[config.mk]
export PLATFORM = sky130hd
export DESIGN_NAME = hazard_ctrl
export DESIGN_NICKNAME = d
export VERILOG_FILES = /design/src/rtl/hazard_ctrl.sv
export SDC_FILE = /design/constraint.sdc
export NUM_CORES = 1
export LEC_CHECK = 0
export ABC_AREA = 1
export BUFFER_PORTS_ARGS = -buffer_cell sky130_fd_sc_hd__buf_4
export CAP_MARGIN = 20
export CORE_MARGIN = 2
export CORE_UTILIZATION = 57
export DETAILED_ROUTE_END_ITERATION = 8
export PLACE_DENSITY = 0.85
export SETUP_SLACK_MARGIN = 0.15
export SYNTH_ARGS = -nofsm -noshare
export SYNTH_HDL_FRONTEND = slang
export SYNTH_SLANG_ARGS = --single-unit
[constraint.sdc]
create_clock -name clock -period 2.4 [get_ports clock]
set_input_delay 0.48 -clock clock [delete_from_list [all_inputs] [get_ports clock]]
set_output_delay 0.48 -clock clock [all_outputs]
set_load 0.01 [all_outputs]
[src/rtl/hazard_ctrl.sv]
// ID/EX sequencing controller: load-use stalls, MDU occupancy freeze, branch/jump squashes.
// Optional build macro HAZARD_CTRL_PERF_EN adds saturating stall/flush performance counters.
module hazard_ctrl #(
    parameter int MDU_LATENCY = 4,
    parameter int CNT_W       = 16
) (
    input  logic       clock,
    input  logic       reset_n,
    input  logic [4:0] id_rs,
    input  logic [4:0] id_rt,
    input  logic       id_uses_rt,
    input  logic       ex_mem_read,
    input  logic [4:0] ex_rd,
    input  logic       ex_mdu_start,
    input  logic       id_jump,
    input  logic       ex_branch_taken,
    output logic       pc_write,
    output logic       if_id_write,
    output logic       if_id_flush,
    output logic       id_ex_write,
    output logic       id_ex_bubble,
    output logic       busy
`ifdef HAZARD_CTRL_PERF_EN
    ,
    output logic [CNT_W-1:0] stall_count,
    output logic [CNT_W-1:0] flush_count
`endif
);

    localparam logic [0:0] ST_RUN      = 1'b0;
    localparam logic [0:0] ST_MDU_BUSY = 1'b1;

    // The start cycle itself is frozen in RUN, so the counter covers the remaining L-2 cycles.
    localparam logic [CNT_W-1:0] MDU_LOAD = CNT_W'((MDU_LATENCY >= 3) ? (MDU_LATENCY - 2) : 0);

    logic [0:0]       state, state_nxt;
    logic [CNT_W-1:0] mdu_cnt, mdu_cnt_nxt;
    logic             load_use;
    logic             mdu_stall;

    assign load_use = ex_mem_read && (ex_rd != 5'd0) &&
                      ((ex_rd == id_rs) || (id_uses_rt && (ex_rd == id_rt)));
    assign mdu_stall = ex_mdu_start && (MDU_LATENCY >= 2);
    assign busy      = (state == ST_MDU_BUSY);

    always_comb begin
        pc_write     = 1'b1;
        if_id_write  = 1'b1;
        id_ex_write  = 1'b1;
        if_id_flush  = 1'b0;
        id_ex_bubble = 1'b0;
        state_nxt    = state;
        mdu_cnt_nxt  = mdu_cnt;
        if (!reset_n) begin
            pc_write     = 1'b0;
            if_id_write  = 1'b0;
            id_ex_write  = 1'b0;
            if_id_flush  = 1'b1;
            id_ex_bubble = 1'b1;
        end else if (state == ST_MDU_BUSY) begin
            pc_write    = 1'b0;
            if_id_write = 1'b0;
            id_ex_write = 1'b0;
            mdu_cnt_nxt = mdu_cnt - CNT_W'(1);
            if (mdu_cnt == CNT_W'(1)) state_nxt = ST_RUN;
        end else if (ex_branch_taken) begin
            if_id_flush  = 1'b1;
            id_ex_bubble = 1'b1;
        end else if (mdu_stall) begin
            pc_write    = 1'b0;
            if_id_write = 1'b0;
            id_ex_write = 1'b0;
            if (MDU_LATENCY >= 3) begin
                mdu_cnt_nxt = MDU_LOAD;
                state_nxt   = ST_MDU_BUSY;
            end
        end else if (load_use) begin
            // One cycle suffices: the bubble inserted now is what sits in EX next cycle.
            pc_write     = 1'b0;
            if_id_write  = 1'b0;
            id_ex_bubble = 1'b1;
        end else if (id_jump) begin
            if_id_flush = 1'b1;
        end
    end

    always_ff @(posedge clock or negedge reset_n) begin
        if (!reset_n) begin
            state   <= ST_RUN;
            mdu_cnt <= '0;
        end else begin
            state   <= state_nxt;
            mdu_cnt <= mdu_cnt_nxt;
        end
    end

`ifdef HAZARD_CTRL_PERF_EN
    always_ff @(posedge clock or negedge reset_n) begin
        if (!reset_n) begin
            stall_count <= '0;
            flush_count <= '0;
        end else begin
            if (!pc_write && (stall_count != '1)) stall_count <= stall_count + CNT_W'(1);
            if (if_id_flush && (flush_count != '1)) flush_count <= flush_count + CNT_W'(1);
        end
    end
`endif

endmodule

# Word level (Yosys, flattened, before mapping)
# Cells that the tools add are included.
# Widths: inputs -> output; s select.
# word_totals
out_inout_bits	6
inputBits	22
elab_cells	41
regBits	17
# classes
eq_ne	4
muxes	27
add_sub_neg	1
n_reduce_logical	7
# op_table
operator	n
$mux 16	3
$mux 1	24
$eq 16x1->1 const B	1
$sub 16x1->16 const B	1
$eq 5x5->1	2
$reduce_bool 5->1	1
$logic_and 1x1->1	3
$reduce_and 3->1	1
$ne 2x1->1 const B	1
$reduce_bool 2->1	1
$logic_or 1x1->1	1

# Depth between registers and ports, before layout
# Gate-level depths: netlist of the first run.
# depth
word_depth	9
mapped_depth	10

# Worst setup path after synthesis of the first run
# No wires, ideal clock.
# synth_path
path_type	input port to output port
startpoint	in ex_rd[3]
endpoint	out pc_write
path_slack_ns	0.729
arrival_time_ns	1.191
n_path_buf	1
stages	8
cell_sequence	inv_1 nand4_1 o21ai_0 inv_1 nand3_1 nand2_1 inv_1 buf_4
# synth_via
elab_chain_len	9
word_cells_on_any_way	12
cone_classes	eq/ne: 2; mux: 5; reduce/logical: 5
# synth_rtl
item	line_no	source
from (decl)	13	input logic [4:0] ex_rd,
$eq 5x5->1	42	((ex_rd == id_rs) || (id_uses_rt && (ex_rd == id_rt)));
$logic_and 1x1->1	42	
$logic_or 1x1->1	42	
$logic_and 1x1->1 *	41	assign load_use = ex_mem_read && (ex_rd != 5'd0) &&
$mux 1 * (5 in series)	--	
to (decl)	17	output logic pc_write,
# Every way passes the cells marked *; elsewhere a longest branch is shown, timed or not.

# Worst setup path after layout of the first run
# layout_path
startpoint	reg state (netlist: busy)
endpoint	out pc_write
# layout_via
elab_chain_len	2
# layout_rtl
item	line_no	source
from (decl)	36	logic [0:0] state, state_nxt;
from (signal assigned)	92	state <= state_nxt;
$mux 1	60	end else if (state == ST_MDU_BUSY) begin
$mux 1	54	if (!reset_n) begin
# Every way passes these cells.

==> flow_metrics.env, run 1 <==
export IMPL_n_antenna_cell=0
export IMPL_vias=1335
export IMPL_die_y_um=50.97
export IMPL_ys_types=26
export IMPL_slew_viol_final=0
export IMPL_synth_area_leaders="dfrtp_1, nand2_1, nor2_1"
export IMPL_utilization=0.7053
export IMPL_nets=254
export IMPL_drv_cap=0
export IMPL_final_hold_viol_count=0
export IMPL_fmax_mhz=553.4
export IMPL_pre_cts_ws_ps=590.6
export IMPL_critPathCaptureType="primary output"
export IMPL_syn_avg_cell_area_um2=6.319
export IMPL_num_rows=17
export IMPL_io_pins=28
export IMPL_hp_class="in -> async"
export IMPL_critPathTopFamily="flip-flops"
export IMPL_synth_fp_nets=223
export IMPL_p_leak_nw=0.8492
export IMPL_r2r_slack_ps=900
export IMPL_powerDensity_nw_per_um2=647.1
export IMPL_yosysMostFrequentCell="nand2_1"
export IMPL_cts_resized=0
export IMPL_synth_edf_count=0
export IMPL_cts_setup_buffers=0
export IMPL_ant_nets=0
export IMPL_syn_inst=199
export IMPL_synth_commonest_cells="nand2_1, nor2_1, inv_1"
export IMPL_slew_headroom=0.7564
export IMPL_crit_required_ps=1920
export IMPL_setup_slack_ps=593.1
export IMPL_finalCriticalPeriod_ps=1807
export IMPL_outcome="finished, final reports clean"
export IMPL_grt_max_degree=23
export IMPL_cts_sinks=17
export IMPL_yosysWarnings=0
export IMPL_die_width_um=50.97
export IMPL_start_kind="flip-flop"
export IMPL_critPathBufInv=3
export IMPL_cts_tree="yes"
export IMPL_fin_crit_sh=0.7529
export IMPL_drc_errors=0
export IMPL_hpwl_um=2332
export IMPL_port_buffers=27
export IMPL_tns_ps=0
export IMPL_yosys_area_top_type_share=0.3383
export IMPL_rr_startpoint="mdu_cnt[0]"
export IMPL_grt_use_total=0.2484
export IMPL_worst_skew_pair_late_latency_ps=290
export IMPL_start_util=0.5853
export IMPL_finClkSkew_ps=2.842
export IMPL_rr_worst_depth=8
export IMPL_first_iter_violations=31
export IMPL_dieArea_um2=2598
export IMPL_final_cell_area_um2=1515
export IMPL_crit_type="reg -> out"
export IMPL_root_buffer="clkbuf_4"
export IMPL_max_stage_delay_ps=450
export IMPL_routedWlPerCell_um=11.11
export IMPL_yosysTopAreaCell="dfrtp_1"
export IMPL_reg2reg_to="mdu_cnt[8]"
export IMPL_ir_worst_vdd_v=0.0004434
export IMPL_synth_ff_type="dfrtp_1"
export IMPL_drive_gt1_frac=0.1878
export IMPL_first_global_vias=1260
export IMPL_synthesis_area_um2=1257
export IMPL_placed_cell_area_um2=1488
export IMPL_cts_clk_slew_worst_paths_ps=100
export IMPL_syn2layout_area_growth_pct=20.50
export IMPL_cpMostUsedCell="inv_1"
export IMPL_cts_buffers_inserted=3
export IMPL_grt_setup_unrepaired="false"
export IMPL_cts_hold_buf=0
export IMPL_htreeDepth=1
export IMPL_crit_chain="inv_1, nand2_2, nor2_1, nand2_1, inv_1, buf_4"
export IMPL_setup_viol=0
export IMPL_cpMaxStageDelayCell="dfrtp_1"
export IMPL_gp_congestion=0.8519
export IMPL_wirelength_um=2856
export IMPL_clock_path_buffers=2
export IMPL_crit_arrival_ps=1330
export IMPL_whs_ps=45.66
export IMPL_antenna_found_initial=0
export IMPL_drtPass1Iterations=4
export IMPL_via_per_inst=5.195
export IMPL_grt_pass1_wl_um=4954
export IMPL_overflow=0
export IMPL_tightest_slew_ps=362.0
export IMPL_yosysSeqAreaShare=0.3383
export IMPL_cp_max_fo=6
export IMPL_core_area_um2=2148
export IMPL_ys_ff_latch=17
export IMPL_ys_async_sr_fraction=1.000
-- report_power, final --
part | internal (mW) | switching (mW) | total, mW
Combinational | 0.142 | 0.228 | 0.370
Clock | 0.0621 | 0.0951 | 0.157
Sequential | 0.373 | 0.0802 | 0.453
-- cell usage in the layout, fill, tap and decap left out, types with 2 or more instances in the layout --
cell       n
a21oi_1    7
ha_1       2
nand2_1   56
inv_2      2
nand3_1    7
dfrtp_1   17
nand4_1    6
clkbuf_4   3
nor3_1     4
o21ai_0    9
nor2_1    37
buf_4     27
nand2_4    2
nor2_2     3
inv_1     32
nor3b_1    2
nand2_2    2
-- layout make-up --
type	instances	area, um^2
multi-input combinational	147	696.9
fill	184	633.1
sequential	17	425.4
timing repair buffer	27	202.7
inverter	34	127.6
tap	28	35.03
clock buffer	3	22.52
clock inverter	1	5.005
-- per-stage QoR --
step | power, mW | instances
5_1_grt | 1.052 | 257
6_report | 0.9805 | 257
3_5_place_dp | 0.8219 | 253
3_3_place_gp | 0.7996 | 253
4_1_cts | 0.9806 | 257
2_1_floorplan | 0.7042 | 199
-- cells by family (layout without fill, tap and decap cells) --
kind of cell	after synthesis	in the layout	share of synthesized area
and+or+nand+nor	122	122	0.4279
buffers and inverters	35	65	0.1075
AOI/OAI and AO/OA	21	21	0.09254
DFF	17	17	0.3383
adders and majority gates	2	2	0.01990
xor gates and xnor gates	2	2	0.01393
-- worst max path at each step --
stage | cells after the start | startpoint | endpoint
3_5_place_dp | 9 | ex_rd[3] | pc_write
4_1_cts | 11 | ex_rd[1] | if_id_flush
6_report | 6 | busy | pc_write
2_1_floorplan | 8 | ex_rd[3] | pc_write
5_1_grt | 9 | ex_rd[3] | pc_write
3_3_place_gp | 11 | ex_rd[1] | if_id_flush
-- worst register-to-register path: stages (launching register included) --
cell	delay, ps
dfrtp_1	440
inv_1	150
ha_1	210
inv_1	70
nor2_2	150
nand2_2	120
o21ai_1	140
nand2_1	60
nor2_1	90
-- flip-flops by register name, indices dropped and copies added, names as in the netlist --
signal / flops
mdu_cnt: 16
busy: 1
-- per-layer routing --
layer	global-route usage	wire length, um	up-vias	part of all wire
met1	0.2825	1243	611	0.44
met2	0.4459	1446	37	0.51
met4	0.1441	76	0	0.027
li1	-	-	679	-
met5	0	0	-	0
met3	0.02632	90	8	0.032
Power figures use the tool's default switching activity.
==> inputs of run 2 (changes only) <==
Settings changed: CORE_UTILIZATION 57 to 53, PLACE_DENSITY 0.85 to 0.8.
Clock period 2.4 ns to 1.9 ns, I/O delays scaled along.
==> flow_metrics.env, run 2 (synthesis results as in run 1) <==
export IMPL_num_rows=17
export IMPL_core_area_um2=2233
export IMPL_drc_errors=0
export IMPL_clock_path_buffers=2
export IMPL_setup_viol=0
export IMPL_cp_max_fo=10
export IMPL_tns_ps=0
export IMPL_utilization=0.6947
export IMPL_port_buffers=27
export IMPL_crit_type="reg -> out"
export IMPL_final_common_cell="nand2_1"
export IMPL_crit_arrival_ps=1280
export IMPL_vias=1315
export IMPL_finalPower_mw=1.234
export IMPL_finalCriticalPeriod_ps=1660
export IMPL_cts_tree="yes"
export IMPL_htreeDepth=1
export IMPL_crit_chain="nand2_1, nand2_4, a21oi_1, buf_4"
export IMPL_hpwl_um=2272
export IMPL_tightest_slew_ps=376.6
export IMPL_drv_cap=0
export IMPL_p_int_uw=730.8
export IMPL_grt_pass1_wl_um=5085
export IMPL_grt_setup_unrepaired="false"
export IMPL_antenna_found_initial=0
export IMPL_outcome="finished, final reports clean"
export IMPL_slew_viol_final=0
export IMPL_ant_nets=0
export IMPL_nets=257
export IMPL_comb_power_share=0.380
export IMPL_power_frac_seq=0.464
export IMPL_dieArea_um2=2778
export IMPL_grt_use_total=0.2442
export IMPL_syn2layout_area_growth_pct=23.38
export IMPL_p_leak_nw=0.8615
export IMPL_crit_required_ps=1520
export IMPL_critPathTopFamily="flip-flops"
export IMPL_ir_worst_vdd_v=0.0006842
export IMPL_start_util=0.5630
export IMPL_hp_class="in -> async"
export IMPL_fmax_mhz=602.6
export IMPL_regArea_um2=426.7
export IMPL_multiInputGateArea_um2=706.9
export IMPL_first_iter_violations=31
export IMPL_critPathCaptureType="primary output"
export IMPL_cts_buffers_inserted=3
export IMPL_gp_congestion=0.8575
export IMPL_via_per_inst=5.058
export IMPL_io_pins=28
export IMPL_cpMaxStageDelayCell="dfrtp_2"
export IMPL_max_stage_delay_ps=450
export IMPL_cts_clk_slew_worst_paths_ps=100
export IMPL_swShare=0.4077
export IMPL_rr_startpoint="mdu_cnt[0]"
export IMPL_largest_register_ffs=16
export IMPL_root_buffer="clkbuf_4"
export IMPL_cts_sinks=17
export IMPL_fillers=203
export IMPL_drtPass1Iterations=4
export IMPL_overflow=0
export IMPL_die_width_um=52.71
export IMPL_finClkSkew_ps=1.619
export IMPL_r2r_slack_ps=420
export IMPL_rr_worst_depth=8
export IMPL_netSwitchingPower_uw=503.1
export IMPL_largest_register="mdu_cnt"
export IMPL_whs_ps=35.39
export IMPL_n_antenna_cell=0
export IMPL_final_cell_mix="nand2_1, nor2_1, inv_1"
export IMPL_slew_headroom=0.7481
export IMPL_reg2reg_to="mdu_cnt[8]"
export IMPL_clockPowerShare=0.156
export IMPL_start_kind="flip-flop"
export IMPL_wirelength_um=2837
export IMPL_fin_crit_sh=0.8735
export IMPL_critPathBufInv=1
export IMPL_first_global_vias=1231
export IMPL_worst_skew_pair_late_latency_ps=290
export IMPL_drive_gt1_frac=0.2112
export IMPL_die_y_um=52.71
export IMPL_final_hold_viol_count=0
export IMPL_grt_max_degree=12
export IMPL_routedWlPerCell_um=10.91
export IMPL_powerDensity_nw_per_um2=795.3
## run 2: worst max-delay path by stage
stage                   from      endpoint  slack (ps)  depth (start not counted)
detailed placement  ex_rd[2]      pc_write         270                         11
CTS                     busy      pc_write         170                          6
global placement    ex_rd[3]   if_id_write         300                          9
finish                  busy  id_ex_bubble         240                          4
floorplan               busy      pc_write         420                          6
global route            busy      pc_write         150                          6
## run 2: through the flow
| step | cells | setup WS [ps] | cell area [um^2] |
|---|---|---|---|
| 4_1_cts | 259 | 174.0 | 1533 |
| 2_1_floorplan | 199 | 415.4 | 1257 |
| 5_1_grt | 260 | 153.8 | 1551 |
| 3_5_place_dp | 254 | 268.4 | 1495 |
| 6_report | 260 | 240.4 | 1551 |
| 3_3_place_gp | 254 | 299.6 | 1495 |
## run 2: power by group through the flow
stage / combinational (mW) / clock [mW] / sequential [mW]
after floorplan: 0.336 / 0 / 0.553
after global placement: 0.442 / 0 / 0.573
after detailed placement: 0.457 / 0 / 0.578
after CTS: 0.463 / 0.200 / 0.570
after global routing: 0.537 / 0.215 / 0.595
final: 0.469 / 0.193 / 0.572
## run 2: layer usage
metal	global-route usage	share of wire	vias up
met4	0.09829	0.0092	0
met5	0	0	-
li1	-	-	685
met2	0.4167	0.49	25
met1	0.3115	0.46	603
met3	0.02571	0.035	2
## run 2: worst register-to-register path, cell delays in order, from the launching register on
cell     delay (ps)
dfrtp_1         420
inv_1           150
ha_1            200
inv_1            70
nor2_2          160
nand2_2         120
o21ai_1         140
nand2_1          60
nor2_1           90
## run 2: timing repair
action                                  in CTS  in global routing
hold buffers                                 1                  0
buffers inserted                             0                  1
endpoints found under the setup margin       0                  4
gates resized for setup                      0                  4
hold endpoints to repair                     8                  0
## run 2: cell type report
type,instances,share of cell area
tap,28,0.02258
inverter,34,0.08226
clock buffer,3,0.01452
sequential,17,0.2750
clock inverter,1,0.003226
timing repair buffer,30,0.1468
multi-input combinational,147,0.4556
